### config.mk
export PLATFORM = sky130hd
export DESIGN_NAME = draw_port_arbiter
export DESIGN_NICKNAME = d
export VERILOG_FILES = /design/src/rtl/draw_port_arbiter_pkg.sv /design/src/rtl/draw_port_arbiter_rr_select.sv /design/src/rtl/draw_port_arbiter.sv
export SDC_FILE = /design/constraint.sdc
export NUM_CORES = 1
export LEC_CHECK = 0
export CAP_MARGIN = 25
export CORE_MARGIN = 4
export CORE_UTILIZATION = 37
export DETAILED_ROUTE_END_ITERATION = 8
export GPL_ROUTABILITY_DRIVEN = 0
export PLACE_DENSITY = 0.78
export SLEW_MARGIN = 15
export SYNTH_ARGS = -nofsm -noshare
export SYNTH_HDL_FRONTEND = slang
export SYNTH_SLANG_ARGS = --single-unit
### constraint.sdc
create_clock -name clk -period 1.8 [get_ports clk]
set_input_delay 0.18 -clock clk [delete_from_list [all_inputs] [get_ports clk]]
set_output_delay 0.18 -clock clk [all_outputs]
set_load 0.01 [all_outputs]
### src/rtl/draw_port_arbiter_pkg.sv
// Shared constants and types for the draw-port arbiter: requester map, pixel
// field widths, screen limits and the watchdog length.
package draw_port_arbiter_pkg;

    localparam int unsigned NumReq      = 4;
    localparam int unsigned IdxW        = 2;
    localparam int unsigned CoordXW     = 8;
    localparam int unsigned CoordYW     = 7;
    localparam int unsigned ColourW     = 3;
    localparam int unsigned ScreenW     = 160;
    localparam int unsigned ScreenH     = 120;
    localparam int unsigned WatchdogLen = 16;
    localparam int unsigned WdW         = 4;

    localparam logic [IdxW-1:0] ReqBackground = 2'd0;
    localparam logic [IdxW-1:0] ReqSprite     = 2'd1;
    localparam logic [IdxW-1:0] ReqHook       = 2'd2;
    localparam logic [IdxW-1:0] ReqOverlay    = 2'd3;

    typedef enum logic {
        StIdle,
        StLocked
    } state_e;

    function automatic logic on_screen(input logic [CoordXW-1:0] x,
                                       input logic [CoordYW-1:0] y);
        return (32'(x) < ScreenW) && (32'(y) < ScreenH);
    endfunction

endpackage

### src/rtl/draw_port_arbiter_rr_select.sv
// Combinational round-robin pick: first set request bit starting after the
// previous grant.
module rr_select
    import draw_port_arbiter_pkg::*;
(
    input  logic [NumReq-1:0] req,
    input  logic [IdxW-1:0]   last,
    output logic              valid,
    output logic [IdxW-1:0]   idx
);

    logic [IdxW-1:0] cand;

    always_comb begin
        valid = 1'b0;
        idx   = last;
        cand  = last;
        // i == NumReq wraps back to last, so the previous winner is tried last
        for (int i = 1; i <= NumReq; i++) begin
            cand = last + IdxW'(i);
            if (!valid && req[cand]) begin
                valid = 1'b1;
                idx   = cand;
            end
        end
    end

endmodule

### src/rtl/draw_port_arbiter.sv
// Four-way burst arbiter for the VGA framebuffer write port with off-screen
// pixel dropping and a stalled-burst watchdog.
module draw_port_arbiter
    import draw_port_arbiter_pkg::*;
(
    input  logic                        clk,
    input  logic                        reset,
    input  logic                        enable,
    input  logic [NumReq-1:0]           req_valid,
    input  logic [NumReq-1:0]           req_last,
    input  logic [NumReq*CoordXW-1:0]   req_x,
    input  logic [NumReq*CoordYW-1:0]   req_y,
    input  logic [NumReq*ColourW-1:0]   req_colour,
    output logic [NumReq-1:0]           req_ready,
    output logic [CoordXW-1:0]          vga_x,
    output logic [CoordYW-1:0]          vga_y,
    output logic [ColourW-1:0]          vga_colour,
    output logic                        vga_plot,
    output logic [IdxW-1:0]             grant_id,
    output logic                        busy,
    output logic [7:0]                  drop_count
);

    state_e          state_q, state_d;
    logic [IdxW-1:0] last_grant_q, last_grant_d;
    logic [IdxW-1:0] grant_d;
    logic [WdW-1:0]  wd_q, wd_d;

    logic            sel_valid;
    logic [IdxW-1:0] sel_idx;
    logic            xfer;
    logic [CoordXW-1:0] g_x;
    logic [CoordYW-1:0] g_y;
    logic [ColourW-1:0] g_colour;
    logic            g_last;

    rr_select u_rr_select (
        .req   (req_valid),
        .last  (last_grant_q),
        .valid (sel_valid),
        .idx   (sel_idx)
    );

    assign g_x      = req_x[int'(grant_id)*CoordXW +: CoordXW];
    assign g_y      = req_y[int'(grant_id)*CoordYW +: CoordYW];
    assign g_colour = req_colour[int'(grant_id)*ColourW +: ColourW];
    assign g_last   = req_last[grant_id];
    assign busy     = (state_q == StLocked);
    assign xfer     = busy && req_valid[grant_id];

    always_comb begin
        req_ready = '0;
        if (busy) begin
            req_ready[grant_id] = req_valid[grant_id];
        end
    end

    always_comb begin
        state_d      = state_q;
        grant_d      = grant_id;
        last_grant_d = last_grant_q;
        wd_d         = wd_q;
        unique case (state_q)
            StIdle: begin
                wd_d = '0;
                if (enable && sel_valid) begin
                    grant_d = sel_idx;
                    state_d = StLocked;
                end
            end
            StLocked: begin
                if (xfer) begin
                    wd_d = '0;
                    if (g_last) begin
                        state_d      = StIdle;
                        last_grant_d = grant_id;
                    end
                end else if (wd_q == WdW'(WatchdogLen - 1)) begin
                    // Requester stalled too long: release the port
                    state_d      = StIdle;
                    last_grant_d = grant_id;
                    wd_d         = '0;
                end else begin
                    wd_d = wd_q + 1'b1;
                end
            end
            default: state_d = StIdle;
        endcase
    end

    always_ff @(posedge clk) begin
        if (reset) begin
            state_q      <= StIdle;
            last_grant_q <= ReqOverlay;
            grant_id     <= ReqBackground;
            wd_q         <= '0;
            vga_plot     <= 1'b0;
            vga_x        <= '0;
            vga_y        <= '0;
            vga_colour   <= '0;
            drop_count   <= '0;
        end else begin
            state_q      <= state_d;
            last_grant_q <= last_grant_d;
            grant_id     <= grant_d;
            wd_q         <= wd_d;
            vga_plot     <= 1'b0;
            if (xfer) begin
                if (on_screen(g_x, g_y)) begin
                    vga_plot   <= 1'b1;
                    vga_x      <= g_x;
                    vga_y      <= g_y;
                    vga_colour <= g_colour;
                end else if (drop_count != 8'hFF) begin
                    drop_count <= drop_count + 8'd1;
                end
            end
        end
    end

endmodule

==> metrics.yaml, run 1 <==
status: "complete, but fails checks"
violations: "setup timing"
postLayoutCellArea_um2: 4123
ff2ff_path_depth: 7
yosys.area.top_type: "dfxtp_1"
die_w_um: 87.25
fp.dieArea_um2: 7612
nets: 446
dr.first_iter.drc_count: 187
num-fill-cells: 436
path_max_fanout: 14
grt_pass1_wl_mm: 12.85
rsz0062_at_grt: "yes"
max_slew_margin: 0.7461
coreArea_um2: 5991
numClockSinks: 36
placed_area_um2: 3729
ys_async_sr_fraction: 0
drv_cap: 0
rrSetupSlack_ps: -170
numCtsBuffers: 5
fp.dieH_um: 87.25
clock_path_buffers: 2
drv_slew: 0
grt.total_usage: 0.2182
clk_latency_ps: 300
clkSlewWorstSetupHoldPaths_ps: 80
synthTopCellsByCount: "dfxtp_1, mux4_2, a21oi_1"
timing.rr.end: "vga_colour[0]"
post-route-util: 0.6882
powerDensity_nw_per_um2: 578.6
hold_violations: 0
area_growth_syn_to_layout_pct: 77.44
period_share: 1.094
root_buffer: "clkbuf_8"
cp_common_cell: "buf_12"
synth-edff-count: 0
fin_crit_ps: 1970
syn-num-nets: 308
finalWorstSetupSlack_ps: -169.8
antenna_found_initial: 0
syn_area_um2: 2323
max_freq_mhz: 507.7
cts_tree: "yes"
worstSetupPathType: "flop to flop"
holdCritPathClass: "flop to flop"
grt_overflow: 0
min_from: "vga_x[4]"
finalSetupViolCount: 31
start_kind: "flop"
drc_errors: 0
yosys.cell_count.top_type: "dfxtp_1"
wl_mm: 8.650
cts-hold-fix-buffers: 0
yosysWarnings: 0
synth_top_area_frac: 0.3102
ir_worst_vdd_v: 0.0003615
cpMaxStageDelayCell: "mux4_2"
num_rows: 28
synthTopCellsByArea: "dfxtp_1, mux4_2, o31ai_1"
ys_seq_area_frac: 0.3102
required_ps: 2020
worst_path_largest_cell_delay_ps: 560
finalPower_mw: 2.385
crit_arrival_ps: 2190
syn_inst: 223
avgSynthCellArea_um2: 10.42
finalClockSkew_ps: 7.882
ant_nets: 0
initial_core_util: 0.3878
pin_count: 117
htreeDepth: 2
hpwl_mm: 6.238
multi_input_area_um2: 1667
ys.flop_type: "dfxtp_1"
drive_gt1_frac: 0.3102
grt_start_max_net_pins: 34
synth_cell_types: 45
wl_per_cell_um: 19.84
via_per_inst: 5.814
grt_pass1_vias: 2546
path_cells: "buf_12 -> mux4_2 -> o21ai_4 -> buf_12 -> buf_12 -> nand4_1 -> a21oi_1"
numPortBuffers: 116
synth-seq-cells: 36
vias: 2535
p_leak_nw: 1.459
dp_slack_ps: -302.6
first_pass_iters: 4
crit_end: "vga_colour[0]"
register_area_um2: 728.2
crit_path_end_kind: "flop"
diodes: 0
tightest_slew_ps: 379.1
r2r_start: "grant_id[0]"
startpoint: "grant_id[0]"
[critical path, delay by kind of cell, from the launching register on]
kind | cells | cell delay (ps)
flops | 1 | 360
buf+inv | 3 | 420
mux | 1 | 560
compound gates | 2 | 430
simple gates | 1 | 120
[stage by stage]
step,hold WS (ps),setup TNS (ps),instances
3_3_place_gp,430.2,-6578,423
6_report,473.9,-2604,436
4_1_cts,468.9,-1857,433
3_5_place_dp,459.4,-7423,423
5_1_grt,500.6,-4755,436
2_1_floorplan,369.0,-2084,223
[worst min path at each step]
stage | cells after the start | slack (ps) | to
after floorplan | 2 | 370 | busy
after global routing | 2 | 500 | vga_x[4]
after detailed placement | 2 | 460 | vga_y[1]
final | 2 | 470 | vga_x[4]
after CTS | 2 | 470 | vga_colour[0]
after global placement | 1 | 430 | wd_q[0]
[what timing repair did]
| action | CTS | global route |
|---|---|---|
| setup endpoints to repair | 39 | 35 |
| pin swaps | 4 | 4 |
| setup buffers | 3 | 2 |
| gates cloned | 0 | 1 |
| resized for setup | 45 | 13 |
[sequential cells by signal, summed over array words and instances (netlist names)]
name	count
wd_q	4
busy	1
drop_count	8
vga_plot	1
vga_colour	3
grant_id	2
vga_y	7
last_grant_q	2
vga_x	8
[metal layers]
metal / vias up / track usage / part of all wire
li1: 1164 / - / -
met1: 1248 / 0.2675 / 0.38
met2: 105 / 0.3774 / 0.52
met3: 18 / 0.04447 / 0.071
met4: 0 / 0.07671 / 0.025
met5: - / 0 / 0
[cell usage in the layout (no fill, tap or decap), types with 2 or more instances in the layout]
cell and n:
mux2_2 2, clkdlybuf4s50_1 112, o31ai_4 4, dfxtp_1 34, dlygate4sd2_1 4, mux2_4 2, a211oi_2 9, buf_12 7
nand2_1 5, a21oi_1 17, buf_6 4, nand2b_1 3, and2_1 3, ha_1 2, and3_1 3, nor2b_1 8
dfxtp_4 2, nand3b_1 2, nand3_1 5, a21oi_2 3, inv_1 5, o211ai_1 2, nor2_1 11, clkbuf_8 7
buf_4 23, o221a_2 4, and4b_1 2, mux2_1 3, o31ai_2 9, nor3_1 2, mux4_2 20, nand4_1 16
[where the power goes]
group          leakage (nW)  switching [mW]  internal (mW)
logic                  1.12           0.373          0.509
registers             0.293          0.0321          0.831
clock network        0.0503           0.299          0.341
[cell type report]
cell class / count / area share
Inverter: 5 / 0.004552
Tap cell: 75 / 0.02276
Sequential cell: 36 / 0.1766
Clock buffer: 7 / 0.02337
Multi-Input combinational cell: 162 / 0.4042
Timing Repair Buffer: 151 / 0.3684
[cells by family after synthesis]
kind of cell | count (synthesis) | share of synthesized area
AOI/OAI and AO/OA | 56 | 0.1890
xor gates and xnor gates | 2 | 0.007540
adders and majority gates | 2 | 0.01077
buffers and inverters | 26 | 0.06516
DFF | 36 | 0.3102
muxes | 29 | 0.2364
and+or+nand+nor | 72 | 0.1809
Note: power is estimated with default switching activity, not from simulation.
==> inputs of run 2 (changes only) <==
- GPL_TIMING_DRIVEN: not set -> 0
==> run 2 against run 1 <==
- the run still ends with setup timing left
- first-iteration DRC count fell by 0.53%
- sequential cell count did not move
- largest power group unchanged
- register-to-register slack got worse by 40 ps
- clock power rose by 13%
- sequential power rose by 0.7%
==> metrics.yaml, run 2 (synthesized netlist as in run 1, its figures left out) <==
status: "complete, but fails checks"  # unchanged
violations: "setup timing"  # unchanged
p_sw_frac: 0.3028  # was 0.2952
mostFrequentLayoutCell: "clkdlybuf4s50_1"  # unchanged
numClockSinks: 36  # unchanged
p_int_mw: 1.827  # was 1.681 mW
grt_start_max_net_pins: 12  # was 34
finalSetupTns_ps: -5052  # was -2604 ps
worst_path_largest_cell_delay_ps: 600  # was 560 ps
clock_path_buffers: 2  # unchanged
first_pass_iters: 4  # unchanged
rsz0062_at_grt: "yes"  # unchanged
hpwl_mm: 6.316  # was 6.238 mm
finalSetupViolCount: 32  # was 31
via_per_inst: 5.927  # was 5.814
holdCritPathClass: "flop to flop"  # unchanged
ir_worst_vdd_v: 0.0004345  # was 0.0003615 V
fp.dieArea_um2: 7612  # unchanged
finalClockSkew_ps: 3.478  # was 7.882 ps
top_usage_layer: "met2"  # unchanged
hold_violations: 0  # unchanged
path_max_fanout: 10  # was 14
tightest_slew_ps: 595.1  # was 379.1 ps
met2_usage: 0.4336  # was 0.3774
vias: 2661  # was 2,535
fin_crit_ps: 2014  # was 1970 ps
grt_pass1_vias: 2738  # was 2,546
initial_core_util: 0.3878  # unchanged
drive_gt1_frac: 0.3369  # was 0.3102
whs_ps: 455.6  # was 473.9 ps
num_rows: 28  # unchanged
htreeDepth: 2  # unchanged
nets: 458  # was 446
rrSetupSlack_ps: -210  # was -170 ps
reg_top3: "drop_count: 8 flops, vga_x: 8 flops, vga_y: 7 flops"  # unchanged
max_slew_margin: 0.6033  # was 0.7461
cpMaxStageDelayCell: "mux4_2"  # unchanged
fp.dieH_um: 87.25  # unchanged
fin_cells: 449  # was 436
p_switching_uw: 793.5  # was 704.1 uW
cts-hold-fix-buffers: 0  # unchanged
pin_count: 117  # unchanged
wl_per_cell_um: 21.91  # was 19.84 um
finalPower_mw: 2.621  # was 2.385 mW
wl_mm: 9.838  # was 8.650 mm
antenna_found_initial: 0  # unchanged
start_kind: "flop"  # unchanged
drv_slew: 0  # unchanged
clkSlewWorstSetupHoldPaths_ps: 70  # was 80 ps
max_freq_mhz: 496.6  # was 507.7 MHz
required_ps: 1960  # was 2020 ps
layout_common_cells: "clkdlybuf4s50_1, dfxtp_1, mux4_2, buf_4, nand4_1"  # was clkdlybuf4s50_1, dfxtp_1, buf_4, mux4_2, a21oi_1
crit_arrival_ps: 2170  # was 2190 ps
dr.first_iter.drc_count: 186  # was 187
grt_overflow: 0  # unchanged
numCtsBuffers: 5  # unchanged
post-route-util: 0.7314  # was 0.6882
ant_nets: 0  # unchanged
grt_pass1_wl_mm: 14.85  # was 12.85 mm
cts_tree: "yes"  # unchanged
area_growth_syn_to_layout_pct: 88.58  # was 77.44%
combPwrFrac: 0.393  # was 0.370
power_frac_seq: 0.332  # was 0.362
finalWorstSetupSlack_ps: -213.8  # was -169.8 ps
clk_latency_ps: 300  # about the same
drc_errors: 0  # unchanged
gr-usage-met1: 0.3091  # was 0.2675
path_cells: "buf_6 -> mux4_2 -> and2_0 -> buf_2 -> buf_4 -> nand4_1 -> a21oi_1"  # was buf_12 -> mux4_2 -> o21ai_4 -> buf_12 -> buf_12 -> nand4_1 -> a21oi_1
crit_path_end_kind: "flop"  # unchanged
power_frac_clock: 0.275  # was 0.268
powerDensity_nw_per_um2: 598.1  # was 578.6 nW/um^2
critPathBufInv: 3  # unchanged
die_w_um: 87.25  # unchanged
grt.total_usage: 0.2559  # was 0.2182
cpLargestDelayFamily: "multiplexers"  # unchanged
p_leak_nw: 1.532  # was 1.459 nW
period_share: 1.119  # was 1.094
diodes: 0  # unchanged
worstSetupPathType: "flop to flop"  # unchanged
grt.met3_usage: 0.06244  # was 0.04447
placedCellCount: 414  # was 423
drv_cap: 0  # unchanged
numPortBuffers: 116  # unchanged
coreArea_um2: 5991  # unchanged
root_buffer: "clkbuf_8"  # unchanged
-- run 2: changes by cell type in the layout (fill, tap and decap cells not counted), sizes merged --
cell / change
dlygate4sd2: -3
and4: -1
clkdlybuf4s15: +2
clkbuf: +4
clkinv: +1
bufinv: +1
buf: +9
-- run 2: worst register-to-register path, delay by kind of cell (launching register included) --
kind | cells | cell delay (ps)
muxes | 1 | 600
buffers and inverters | 3 | 500
AOI/OAI and AO/OA | 1 | 90
and+or+nand+nor | 2 | 360
DFF | 1 | 340
-- run 2: path summary, 6_finish.rpt --
kind                        end         from  depth (start not counted)
setup / recovery  vga_colour[2]  grant_id[1]                          7
hold / removal          wd_q[0]      wd_q[0]                          1
setup reg to reg  vga_colour[2]  grant_id[1]                          7
hold reg to reg         wd_q[0]      wd_q[0]                          1
-- run 2: power groups by stage --
stage / logic [mW] / clock network (mW) / registers (mW)
2_1_floorplan: 0.364 / 0 / 0.886
3_3_place_gp: 0.696 / 0 / 0.875
3_5_place_dp: 0.706 / 0 / 0.877
4_1_cts: 0.951 / 0.711 / 0.865
5_1_grt: 1.08 / 0.755 / 0.874
6_report: 1.03 / 0.721 / 0.869
-- run 2: repair_timing --
| item | in CTS | in global routing |
|---|---|---|
| resized for setup | 78 | 24 |
| gates cloned | 5 | 0 |
| pin swaps | 27 | 13 |
| endpoints found under the hold margin | 0 | 0 |
| endpoints found under the setup margin | 38 | 36 |
| buffers inserted | 23 | 1 |
-- run 2: routing by layer --
metal | vias to the layer above | share of wire | routed length (um)
met5 | - | 0 | 0
met4 | 0 | 0.035 | 345
met3 | 28 | 0.069 | 678
met2 | 130 | 0.52 | 5119
met1 | 1318 | 0.38 | 3695
li1 | 1185 | - | -
-- run 2: cell type report --
type	count	area, um^2
Buffer	19	211.5
Clock buffer	6	72.57
Clock inverter	2	35.03
Fill cell	398	1609
Inverter	5	18.77
Multi-Input combinational cell	161	1768
Sequential cell	36	724.4
Tap cell	75	93.84
Timing Repair Buffer	145	1458
-- run 2: through the flow --
stage          instance area, um^2  setup WS [ps]
2_1_floorplan                 2356         -121.7
3_3_place_gp                  3611         -428.0
3_5_place_dp                  3611         -430.8
4_1_cts                       4277         -179.3
5_1_grt                       4382         -278.9
6_report                      4382         -213.8
